**config.mk**
```make
export PLATFORM = sky130hd
export DESIGN_NAME = cla5_pipe_adder
export DESIGN_NICKNAME = d
export VERILOG_FILES = /design/src/rtl/cla5_pkg.sv /design/src/rtl/cla5_core.sv /design/src/rtl/cla5_pipe_adder.sv
export SDC_FILE = /design/constraint.sdc
export NUM_CORES = 1
export LEC_CHECK = 0
export CORE_AREA = 2 2 48 50
export DETAILED_ROUTE_END_ITERATION = 8
export DIE_AREA = 0 0 50 52
export PLACE_DENSITY = 0.73
export SLEW_MARGIN = 20
export SYNTH_ARGS = -nofsm -noshare
export SYNTH_HDL_FRONTEND = slang
export SYNTH_SLANG_ARGS = --single-unit
```
**constraint.sdc**
```tcl
create_clock -name CLK -period 2.2 [get_ports CLK]
set_clock_uncertainty 0.15 [all_clocks]
set_input_delay 0.44 -clock CLK [delete_from_list [all_inputs] [get_ports CLK]]
set_output_delay 0.44 -clock CLK [all_outputs]
set_load 0.05 [all_outputs]
```
**src/rtl/cla5_pkg.sv**
```systemverilog
// rtl/cla5_pkg.sv - shared width, word and result types for the 5-bit CLA pipeline
package cla5_pkg;

    localparam int CLA5_W = 5;

    typedef logic [CLA5_W-1:0] cla5_word_t;

    typedef struct packed {
        cla5_word_t sum;
        logic       cout;
        logic       ovf;
    } cla5_res_t;

endpackage

```
**src/rtl/cla5_core.sv**
```systemverilog
// rtl/cla5_core.sv - purely combinational 5-bit carry-lookahead adder
module cla5_core
    import cla5_pkg::*;
(
    input  logic [CLA5_W-1:0] a,
    input  logic [CLA5_W-1:0] b,
    input  logic              cin,
    output logic [CLA5_W-1:0] s,
    output logic              cout,
    output logic              c4
);

    logic [CLA5_W-1:0] g;
    logic [CLA5_W-1:0] p;
    logic [CLA5_W:0]   c;

    // Every carry is a flat sum-of-products of g/p/cin, so no carry waits on another.
    always_comb begin
        g = a & b;
        p = a ^ b;
        c[0] = cin;
        c[1] = g[0] | (p[0] & cin);
        c[2] = g[1] | (p[1] & g[0]) | (p[1] & p[0] & cin);
        c[3] = g[2] | (p[2] & g[1]) | (p[2] & p[1] & g[0]) | (p[2] & p[1] & p[0] & cin);
        c[4] = g[3] | (p[3] & g[2]) | (p[3] & p[2] & g[1]) | (p[3] & p[2] & p[1] & g[0])
             | (p[3] & p[2] & p[1] & p[0] & cin);
        c[5] = g[4] | (p[4] & g[3]) | (p[4] & p[3] & g[2]) | (p[4] & p[3] & p[2] & g[1])
             | (p[4] & p[3] & p[2] & p[1] & g[0]) | (p[4] & p[3] & p[2] & p[1] & p[0] & cin);
        s    = p ^ c[CLA5_W-1:0];
        cout = c[5];
        c4   = c[4];
    end

endmodule

```
**src/rtl/cla5_pipe_adder.sv**
```systemverilog
// rtl/cla5_pipe_adder.sv - two-stage valid/ready CLA adder; CLA5_OVF_EN adds the OVF output
module cla5_pipe_adder
    import cla5_pkg::*;
#(
    parameter int WIDTH = 5
) (
    input  logic             CLK,
    input  logic             RST,
    input  logic             in_valid,
    output logic             in_ready,
    input  logic [WIDTH-1:0] A,
    input  logic [WIDTH-1:0] B,
    input  logic             CIN,
    output logic             out_valid,
    input  logic             out_ready,
    output logic [WIDTH-1:0] S,
`ifdef CLA5_OVF_EN
    output logic             COUT,
    output logic             OVF
`else
    output logic             COUT
`endif
);

    generate
        if (WIDTH != CLA5_W) begin : g_width_check
            $error("cla5_pipe_adder: WIDTH must be 5");
        end
    endgenerate

    logic       s1_en;
    logic       s2_en;
    logic       s1_valid_q, s1_valid_d;
    cla5_word_t a_q, a_d;
    cla5_word_t b_q, b_d;
    logic       cin_q, cin_d;
    logic       s2_valid_q, s2_valid_d;
    cla5_word_t s_q, s_d;
    logic       cout_q, cout_d;

    cla5_word_t core_s;
    logic       core_cout;
    logic       core_c4;
    cla5_res_t  res_c;

    cla5_core u_core (
        .a    (a_q),
        .b    (b_q),
        .cin  (cin_q),
        .s    (core_s),
        .cout (core_cout),
        .c4   (core_c4)
    );

    always_comb begin
        res_c.sum  = core_s;
        res_c.cout = core_cout;
        res_c.ovf  = core_c4 ^ core_cout;
    end

    // A stage may advance when it is empty or the stage after it is advancing.
    always_comb begin
        s2_en      = !s2_valid_q || out_ready;
        s1_en      = !s1_valid_q || s2_en;
        s1_valid_d = s1_valid_q;
        a_d        = a_q;
        b_d        = b_q;
        cin_d      = cin_q;
        s2_valid_d = s2_valid_q;
        s_d        = s_q;
        cout_d     = cout_q;
        if (s1_en) begin
            s1_valid_d = in_valid;
            if (in_valid) begin
                a_d   = A;
                b_d   = B;
                cin_d = CIN;
            end
        end
        if (s2_en) begin
            s2_valid_d = s1_valid_q;
            if (s1_valid_q) begin
                s_d    = res_c.sum;
                cout_d = res_c.cout;
            end
        end
    end

    always_ff @(posedge CLK or posedge RST) begin
        if (RST) begin
            s1_valid_q <= 1'b0;
            a_q        <= '0;
            b_q        <= '0;
            cin_q      <= 1'b0;
            s2_valid_q <= 1'b0;
            s_q        <= '0;
            cout_q     <= 1'b0;
        end else begin
            s1_valid_q <= s1_valid_d;
            a_q        <= a_d;
            b_q        <= b_d;
            cin_q      <= cin_d;
            s2_valid_q <= s2_valid_d;
            s_q        <= s_d;
            cout_q     <= cout_d;
        end
    end

`ifdef CLA5_OVF_EN
    logic ovf_q, ovf_d;

    always_comb begin
        ovf_d = ovf_q;
        if (s2_en && s1_valid_q) begin
            ovf_d = res_c.ovf;
        end
    end

    always_ff @(posedge CLK or posedge RST) begin
        if (RST) begin
            ovf_q <= 1'b0;
        end else begin
            ovf_q <= ovf_d;
        end
    end

    assign OVF = ovf_q;
`else
    logic unused_ovf;
    assign unused_ovf = res_c.ovf;
`endif

    assign in_ready  = s1_en;
    assign out_valid = s2_valid_q;
    assign S         = s_q;
    assign COUT      = cout_q;

endmodule

```
==> flow_metrics.tcl <==
set metrics [dict create \
    cts_tree "done" \
    final_nets 124 \
    setup_viol 0 \
    power_density_nw_per_um2 980 \
    clock_latency_ns 0.29 \
    grt_pass1_vias 622 \
    rsz0062_at_grt "false" \
    port_buffers 22 \
    clockRootBuffer "clkbuf_4" \
    dp_hpwl_mm 1.16 \
    cts_resized 0 \
    drt-initial-drc-count 2 \
    grt_usage_pct 12.5 \
    combPwrFrac_pct 46.2 \
    overflow 0 \
    finalCritPeriodShare_pct 94.9 \
    cp_max_fo 3 \
    startpoint "out_valid$_DFFE_PP0P_" \
    synth_cells 74 \
    fin_cells 130 \
    critPathBufInv 1 \
    relSlewSlack_pct 66.7 \
    antenna_left 0 \
    die_h_um 52 \
    hold_violations 0 \
    viasPerCell 4.89 \
    worstPathRequired_ns 1.61 \
    reg2reg_setup_slack_ns 0.43 \
    pwr-share-seq_pct 39.6 \
    drive_gt1_share_pct 21.6 \
    synth_top_area_cell "dfrtp_1" \
    path_class "register to output pin" \
    io_pins 23 \
    clkSinkCount 19 \
    ctsHoldBuffers 0 \
    dieArea_um2 2600 \
    grt_pass1_wl_mm 2.48 \
    post_synth.cell_area_avg_um2 12.3 \
    areaGrowthSynthToFinish_pct 33.9 \
    crit_chain "clkdlybuf4s50_1" \
    grt_max_degree 20 \
    place_inst 126 \
    setup-tns-final_ns 0 \
    synthDistinctLibCells 24 \
    clk_pin_slew_worst_paths_ns 0.11 \
    cts_setup_buffers 0 \
    h-tree-depth 1 \
    critPathLaunchType "register" \
    routed_wl_mm 1.42 \
    diodes 0 \
    p_leak_nw 0.556 \
    critPathTopFamily "buffers and inverters" \
    cts_buffers 3 \
    vdd_drop_max_uv 524 \
    synth_area_leaders "dfrtp_1 (52%), mux2_2 (14%), ha_1 (6.9%), nand2_1 (2.9%), inv_1 (2.5%)" \
    drv_cap 0 \
    syn_area_um2 912 \
    swShare_pct 38.9 \
    post-route-min-period_ns 2.09 \
    yosys_warnings 0 \
    gp_congestion 0.730 \
    p_switching_w 0.000466 \
    setup.worst_path.end_class "output pin" \
    vias 636 \
    drv_slew 0 \
    drc 0 \
    arrival_ns 1.50 \
    fp.dieW_um 50 \
    slowest_delay_ns 0.82 \
    start_util_pct 43.3 \
    status "finished clean" \
    r2r-end "S[4]$_DFFE_PP0P_" \
    reg2reg_depth 5 \
    yosysTopAreaCellShare_pct 52.1 \
    crit_cells 1 \
    tightestPinTransition_ns 0.497 \
    hp-class "input pin to asynchronous set/reset pin" \
    fmax_ghz 0.479 \
    antenna_found_initial 0 \
    wl_per_cell_um 10.9 \
    synth_nets 95 \
    core_area_um2 2110 \
    clock_power_share_pct 14.2 \
    synth_seq_cells 19 \
    drt-pass1-iter-count 2 \
    critPathSlowestCell "clkdlybuf4s50_1" \
    r2r-start "a_q[3]$_DFFE_PP0P_" \
    endpoint "out_valid" \
    internal_power_w 0.000731 \
    fp-row-count 17 \
    clockBufferDepth 2 \
    yosysSeqAreaShare_pct 52.1 \
]
## through the flow
| stage | hold slack, ns | total power, W | setup WS [ns] | instance area, µm² | util, % |
|---|---|---|---|---|---|
| after floorplan | 0.241 | 0.000860 | 0.0108 | 912 | - |
| after global placement | 0.310 | 0.00103 | 0.299 | 1190 | 56.7 |
| after detailed placement | 0.323 | 0.00104 | 0.259 | 1190 | 56.7 |
| after CTS | 0.309 | 0.00121 | 0.0972 | 1220 | 58.0 |
| after global routing | 0.335 | 0.00128 | 0.0711 | 1220 | 58.0 |
| final | 0.302 | 0.00120 | 0.112 | 1220 | 58.0 |
## cell usage after synthesis
master,n
mux2_2,11
nand3_1,1
a221oi_2,1
ha_1,5
xnor2_1,2
fa_1,1
buf_2,1
a21oi_1,1
nor2_1,1
a21o_1,2
dfrtp_1,19
inv_1,6
o311ai_0,1
nand3b_1,1
and3_4,1
o21ai_0,4
a41o_1,1
xor2_1,1
a22oi_1,1
buf_4,1
nand2b_1,3
and2_1,1
nand2_1,7
o21ai_2,1
## worst min path at each step
| stage | start | end |
|---|---|---|
| 2_1_floorplan | RST | COUT$_DFFE_PP0P_ |
| 3_3_place_gp | S[4]$_DFFE_PP0P_ | S[4]$_DFFE_PP0P_ |
| 3_5_place_dp | S[1]$_DFFE_PP0P_ | S[1]$_DFFE_PP0P_ |
| 4_1_cts | RST | S[4]$_DFFE_PP0P_ |
| 5_1_grt | RST | S[4]$_DFFE_PP0P_ |
| 6_report | RST | S[4]$_DFFE_PP0P_ |
## layout by cell type (no fill, tap or decap), types with 2 or more instances in the layout
cell type         n
inv_1             6
a21o_1            2
clkdlybuf4s50_1  21
clkbuf_4          3
dfrtp_1          19
ha_1              5
mux2_2           11
o21ai_0           4
nand2_1           7
nand2b_1          3
buf_4             4
xnor2_1           2
## sequential cells by signal (all words and copies together) (netlist names)
name        flops
s1_valid_q      1
b_q             5
a_q             5
S               5
COUT            1
cin_q           1
out_valid       1
## cell type report
class / instances / area (µm²)
fillers: 172 / 885
inverters: 6 / 22.5
well taps: 28 / 35.0
repair buffers: 26 / 260
multi-input cells: 47 / 402
flip-flops and latches: 19 / 475
clock buffers: 4 / 26.3
## power groups by stage
stage / sequential (W) / clock [W] / combinational, W
after floorplan: 0.000646 / 0 / 0.000214
after global placement: 0.000477 / 0 / 0.000549
after detailed placement: 0.000484 / 0 / 0.000559
after CTS: 0.000476 / 0.000177 / 0.000561
after global routing: 0.000487 / 0.000190 / 0.000600
final: 0.000474 / 0.000170 / 0.000553
## routing by layer
metal	GRT usage [%]	part of all wire, %
met1	13.9	43
met2	23.5	54
met3	0.862	2.0
met4	6.94	0.49
met5	0	0
## cells by family after synthesis
family,synth area share [%]
fa+ha+maj,9.05
xor+xnor,2.88
flops,52.1
buf+inv,3.84
mux,13.6
compound gates,9.88
simple gates,8.64
Note: power is estimated with default switching activity, not from simulation.
